`config.mk`:
```
export PLATFORM = sky130hd
export DESIGN_NAME = mem_wb_stage
export DESIGN_NICKNAME = d
export VERILOG_FILES = /design/src/rtl/riscv_pkg.sv /design/src/rtl/mem_wb_stage_load_extend.sv /design/src/rtl/mem_wb_stage.sv
export SDC_FILE = /design/constraint.sdc
export NUM_CORES = 1
export LEC_CHECK = 0
export BUFFER_PORTS_ARGS = -buffer_cell sky130_fd_sc_hd__buf_2
export CAP_MARGIN = 20
export CORE_AREA = 2 2 179 93
export DETAILED_ROUTE_END_ITERATION = 10
export DIE_AREA = 0 0 181 95
export GPL_TIMING_DRIVEN = 0
export MAX_ROUTING_LAYER = met4
export PLACE_DENSITY = 0.88
export SYNTH_ARGS = -nofsm -noshare
export SYNTH_HDL_FRONTEND = slang
export SYNTH_SLANG_ARGS = --single-unit
```
`constraint.sdc`:
```
create_clock -name clk -period 3.25 [get_ports clk]
set_input_delay 0.325 -clock clk [delete_from_list [all_inputs] [get_ports clk]]
set_output_delay 0.325 -clock clk [all_outputs]
set_load 0.05 [all_outputs]
```
`src/rtl/riscv_pkg.sv`:
```
// Shared RV32I core types and constants used by the pipeline stages.
package riscv_pkg;

  localparam int unsigned XLEN   = 32;
  localparam int unsigned REG_AW = 5;

  // Writeback source select; code 11 is reserved and behaves as ALU.
  typedef enum logic [1:0] {
    RES_ALU  = 2'b00,
    RES_LOAD = 2'b01,
    RES_PC4  = 2'b10,
    RES_RSVD = 2'b11
  } result_src_e;

  localparam logic [2:0] F3_LB  = 3'b000;
  localparam logic [2:0] F3_LH  = 3'b001;
  localparam logic [2:0] F3_LW  = 3'b010;
  localparam logic [2:0] F3_LBU = 3'b100;
  localparam logic [2:0] F3_LHU = 3'b101;

  localparam logic [REG_AW-1:0] X0 = 5'd0;

  // Control fields carried through the MEM/WB register.
  typedef struct packed {
    logic              valid;
    logic              reg_write;
    result_src_e       result_src;
    logic [2:0]        funct3;
    logic [REG_AW-1:0] rd;
  } w_ctrl_t;

endpackage

```
`src/rtl/mem_wb_stage_load_extend.sv`:
```
// Load byte/halfword/word extraction with sign/zero extension and alignment check.
module load_extend
  import riscv_pkg::*;
#(
  parameter int unsigned XLEN = riscv_pkg::XLEN
) (
  input  logic [XLEN-1:0] word,
  input  logic [1:0]      offset,
  input  logic [2:0]      funct3,
  output logic [XLEN-1:0] data,
  output logic            misaligned
);

  logic [7:0]  byte_sel;
  logic [15:0] half_sel;

  // Select the addressed lane, then extend according to the load type.
  always_comb begin
    byte_sel   = 8'(word >> {offset, 3'b000});
    half_sel   = 16'(word >> {offset[1], 4'b0000});
    data       = word;
    misaligned = 1'b0;
    case (funct3)
      F3_LB:  data = {{(XLEN-8){byte_sel[7]}}, byte_sel};
      F3_LBU: data = {{(XLEN-8){1'b0}}, byte_sel};
      F3_LH: begin
        data       = {{(XLEN-16){half_sel[15]}}, half_sel};
        misaligned = offset[0];
      end
      F3_LHU: begin
        data       = {{(XLEN-16){1'b0}}, half_sel};
        misaligned = offset[0];
      end
      default: begin
        // LW and reserved encodings take the full word.
        data       = word;
        misaligned = (offset != 2'b00);
      end
    endcase
  end

endmodule

```
`src/rtl/mem_wb_stage.sv`:
```
// MEM/WB pipeline register, writeback mux and retired-instruction counter.
module mem_wb_stage
  import riscv_pkg::*;
#(
  parameter int unsigned XLEN      = riscv_pkg::XLEN,
  parameter int unsigned INSTRET_W = 64
) (
  input  logic                 clk,
  input  logic                 reset,
  input  logic                 stall_w,
  input  logic                 flush_w,
  input  logic                 valid_m,
  input  logic                 reg_write_m,
  input  logic [1:0]           result_src_m,
  input  logic [2:0]           funct3_m,
  input  logic [4:0]           rd_m,
  input  logic [XLEN-1:0]      alu_result_m,
  input  logic [XLEN-1:0]      read_data_m,
  input  logic [XLEN-1:0]      pc_plus4_m,
  output logic                 reg_write_w,
  output logic [4:0]           rd_w,
  output logic [XLEN-1:0]      result_w,
  output logic                 valid_w,
  output logic                 misaligned_w,
  output logic [INSTRET_W-1:0] instret
);

  w_ctrl_t                ctrl_q, ctrl_d;
  logic [XLEN-1:0]        alu_result_q, alu_result_d;
  logic [XLEN-1:0]        read_data_q, read_data_d;
  logic [XLEN-1:0]        pc_plus4_q, pc_plus4_d;
  logic [INSTRET_W-1:0]   instret_q, instret_d;

  logic [XLEN-1:0]        load_data;
  logic                   load_mis;

  load_extend #(
    .XLEN (XLEN)
  ) u_load_extend (
    .word       (read_data_q),
    .offset     (alu_result_q[1:0]),
    .funct3     (ctrl_q.funct3),
    .data       (load_data),
    .misaligned (load_mis)
  );

  // W-stage outputs decoded purely from the W register contents.
  always_comb begin
    valid_w      = ctrl_q.valid;
    rd_w         = ctrl_q.rd;
    instret      = instret_q;
    misaligned_w = ctrl_q.valid && (ctrl_q.result_src == RES_LOAD) && load_mis;
    reg_write_w  = ctrl_q.valid && ctrl_q.reg_write && (ctrl_q.rd != X0) && !misaligned_w;
    case (ctrl_q.result_src)
      RES_LOAD: result_w = load_data;
      RES_PC4:  result_w = pc_plus4_q;
      default:  result_w = alu_result_q;
    endcase
  end

  // Next W register contents (flush > stall > capture) and retire counting.
  always_comb begin
    ctrl_d       = ctrl_q;
    alu_result_d = alu_result_q;
    read_data_d  = read_data_q;
    pc_plus4_d   = pc_plus4_q;
    instret_d    = instret_q;

    if (flush_w) begin
      ctrl_d       = '0;
      alu_result_d = '0;
      read_data_d  = '0;
      pc_plus4_d   = '0;
    end else if (!stall_w) begin
      ctrl_d.valid      = valid_m;
      ctrl_d.reg_write  = reg_write_m;
      ctrl_d.result_src = result_src_e'(result_src_m);
      ctrl_d.funct3     = funct3_m;
      ctrl_d.rd         = rd_m;
      alu_result_d      = alu_result_m;
      read_data_d       = read_data_m;
      pc_plus4_d        = pc_plus4_m;
    end

    // An instruction retires when it leaves W normally; a flush discards it.
    if (ctrl_q.valid && !stall_w && !flush_w && !misaligned_w) begin
      instret_d = instret_q + INSTRET_W'(1);
    end
  end

  // State registers with synchronous reset.
  always_ff @(posedge clk) begin
    if (reset) begin
      ctrl_q       <= '0;
      alu_result_q <= '0;
      read_data_q  <= '0;
      pc_plus4_q   <= '0;
      instret_q    <= '0;
    end else begin
      ctrl_q       <= ctrl_d;
      alu_result_q <= alu_result_d;
      read_data_q  <= read_data_d;
      pc_plus4_q   <= pc_plus4_d;
      instret_q    <= instret_d;
    end
  end

endmodule

```
==> metrics.txt <==
first-pass GRT wire length=approximately 41000 um; fin nets=around 1300; clock latency at the later pin of the worst-skew pair=~0.42 ns; Least-Margin Pin Slew=0.939 ns; vias post-DR=between 8000 and 9000; worst path bufs/invs=3; Placed Cells=around 1400; status=complete, no violations; Tightest Hold Check Type=primary input to flip-flop; PD cells=459 nW/um2; Netlist Area Pre-Place=8130 um2; hpwl dp=20900 um; CP most frequent cell=buf_2; Finished Layout Cells=1397; TritonCTS Buffers=17; Core Box Area=15900 um2; hold_ws=about 0.14 ns; clock transition at the registers of the reported paths=0.07 ns; Pins Over Slew Limit=0; Crit path max-delay family=buffers and inverters; register area=roughly 3400 um2; area post-placement=~9500 um2; top_reg_cell synth=dfxtp_1; Vias/cell=5.87; Max transition margin=37.4%; Multi-input gate area=roughly 4300 um2; FILL cells=1371; crit path time final=3.14 ns; antenna-violating nets left=0; syn_area_per_cell=8.67 um2; critical path start-end classification=flip-flop to output pin; CTS tree=done; post-synthesis register bit count=~170; top sig layer=met4; total gr overflow=0; DR DRC count=0; layout cells sized above 1=25.0%; Max Cap Viol=0; CTS Hold Bufs=0; first-pass iteration count of the detailed router=5; syn nets=about 1100; Fin. Hold Viols=0; DRT iter0 DRCs=900; crit path launch type=flip-flop; Post-Route M1 WL=12600 um; maximum vdd drop=approximately 0.00034 V; met3 wire len=3860 um; initial antenna violation count=2; Yosys warnings=0; Setup TNS=0 ns; Distinct cells, synth=46; commonest non-fill, non-tap cell in the layout=buf_2; die height=between 90 and 100 um; Die ar.=17200 um2; RD Place Congestion=1.03; met2 WL post-DR=10200 um; number of global-route vias before repair=7175; clock buffer depth=2; H-tree levels=4; Clock Sinks=172; most frequent cells in the layout=216 x buf_2, 171 x dfxtp_1, 149 x nor2_1, 113 x mux2i_1, 70 x a21oi_1; CP required=around 3 ns; post-synthesis cell count=about 940; Syn-to-layout area delta=23.7%; Fmax achieved=318 MHz; drt wl/cell=19.3 um; gr usage total=between 30% and 40%; fin area=a little over 10000 um2; Port Buf Inserts=around 210; crit path max fanout=10; std cell rows=33; asr flop ratio synth=0%; Tcrit/Tclk final=96.7%; CP peak stage delay=between 0.4 and 0.5 ns; crit path DAT=2.82 ns; crit-path cells=clkbuf_1 > buf_2 > mux2i_1 > a221oi_2 > a21oi_1 > o21ai_0 > buf_2; Pleak=4.23 nW; Initial Util=51.3%; Routed WL=27000 um; EDFF count, synth=0; Max Clock Skew=0.0118 ns; slowest CP cell=a221oi_2; I/O pin cnt=216; largest net degree at the start of global routing=17; Die X=181 um; Setup Viol. Count Final=0; Crit. End Element=output pin; Root Driver=clkbuf_16; post-synthesis sequential area ratio=approximately 42%
==> flip-flops by register name, summed over array words and instances (netlist names) <==
name	count
instret	64
ctrl_q	6
valid_w	1
pc_plus4_q	32
alu_result_q	32
read_data_q	32
rd_w	5
==> layout make-up <==
class,instances,area share [%]
multi-input combinational,673,43.0
sequential,172,34.2
timing repair buffer,215,10.7
clock buffer,19,4.40
buffer,70,3.02
tap,210,2.61
clock inverter,13,1.07
inverter,23,0.858
antenna,2,0.0498
==> per-layer routing <==
metal,GRT usage (%),up-vias
met3,11.7,40
met1,47.5,3838
met5,-,-
met2,39.4,499
met4,7.05,0
li1,-,3829
==> cell families after synthesis <==
family	share of synthesized area, %
and+or+nand+nor	20.7
AOI/OAI and AO/OA	13.6
DFF	42.4
muxes	16.5
buffers and inverters	4.72
xor gates and xnor gates	1.62
adders and majority gates	0.462
==> synth_stat cells, types with 5 or more instances <==
library cell	instances	area [um2]
nor4_1	9	56.3
a21oi_1	70	350
xnor2_1	14	123
inv_1	23	86.3
nand3_1	21	105
or4_1	27	203
a221oi_1	8	70.1
nor2_1	149	559
nand2_1	47	176
nor2b_1	13	81.3
buf_1	11	41.3
clkbuf_1	51	191
and4_1	6	52.6
a211oi_1	5	37.5
nor3_1	10	50.1
nand4_1	19	119
or3_1	23	144
o31ai_1	23	173
dfxtp_1	172	3440
buf_4	5	37.5
o221a_2	5	56.3
mux2i_1	113	1130
o21ai_0	55	275
o211ai_1	6	45.0
mux2_2	17	191
==> path summary, 6_finish.rpt <==
| check | start | endpoint | slack, ns | depth (start not counted) |
|---|---|---|---|---|
| worst min-delay path | alu_result_m[15] | alu_result_q[15] | 0.14 | 3 |
| worst max register to register | instret[0] | instret[48] | 0.21 | 8 |
| worst min register to register | alu_result_q[24] | alu_result_q[24] | 0.50 | 2 |
| worst max-delay path | alu_result_q[1] | result_w[6] | 0.11 | 7 |
==> repair_timing <==
action                     CTS  global route
gates resized for setup      6             6
setup endpoints to repair   18            20
cloned                       0             0
setup buffers                0             1
pin swaps                    0             1
==> report_power, final <==
part | leakage [nW] | switching, mW | internal [mW]
clock network | 0.271 | 0.906 | 1.02
registers | 1.40 | 0.0400 | 2.15
logic | 2.56 | 0.319 | 0.181
==> worst reg2reg max path, delay by kind of cell, from the launching register on <==
family | cells | cell delay, ns
simple gates | 3 | 1.13
buf+inv | 2 | 0.72
compound gates | 2 | 0.41
flops | 1 | 0.41
fa+ha+maj | 1 | 0.26
==> per-stage QoR <==
step                      utilization (%)  power [mW]  worst slack, ns
after global routing                 63.4        4.76         -0.00242
final                                63.4        4.62            0.108
after global placement               59.7        2.71           -0.171
after detailed placement             59.7        2.72           -0.203
after floorplan                         -        2.54            0.373
after CTS                            63.3        4.62           0.0648
Note: power is estimated with default switching activity, not from simulation.
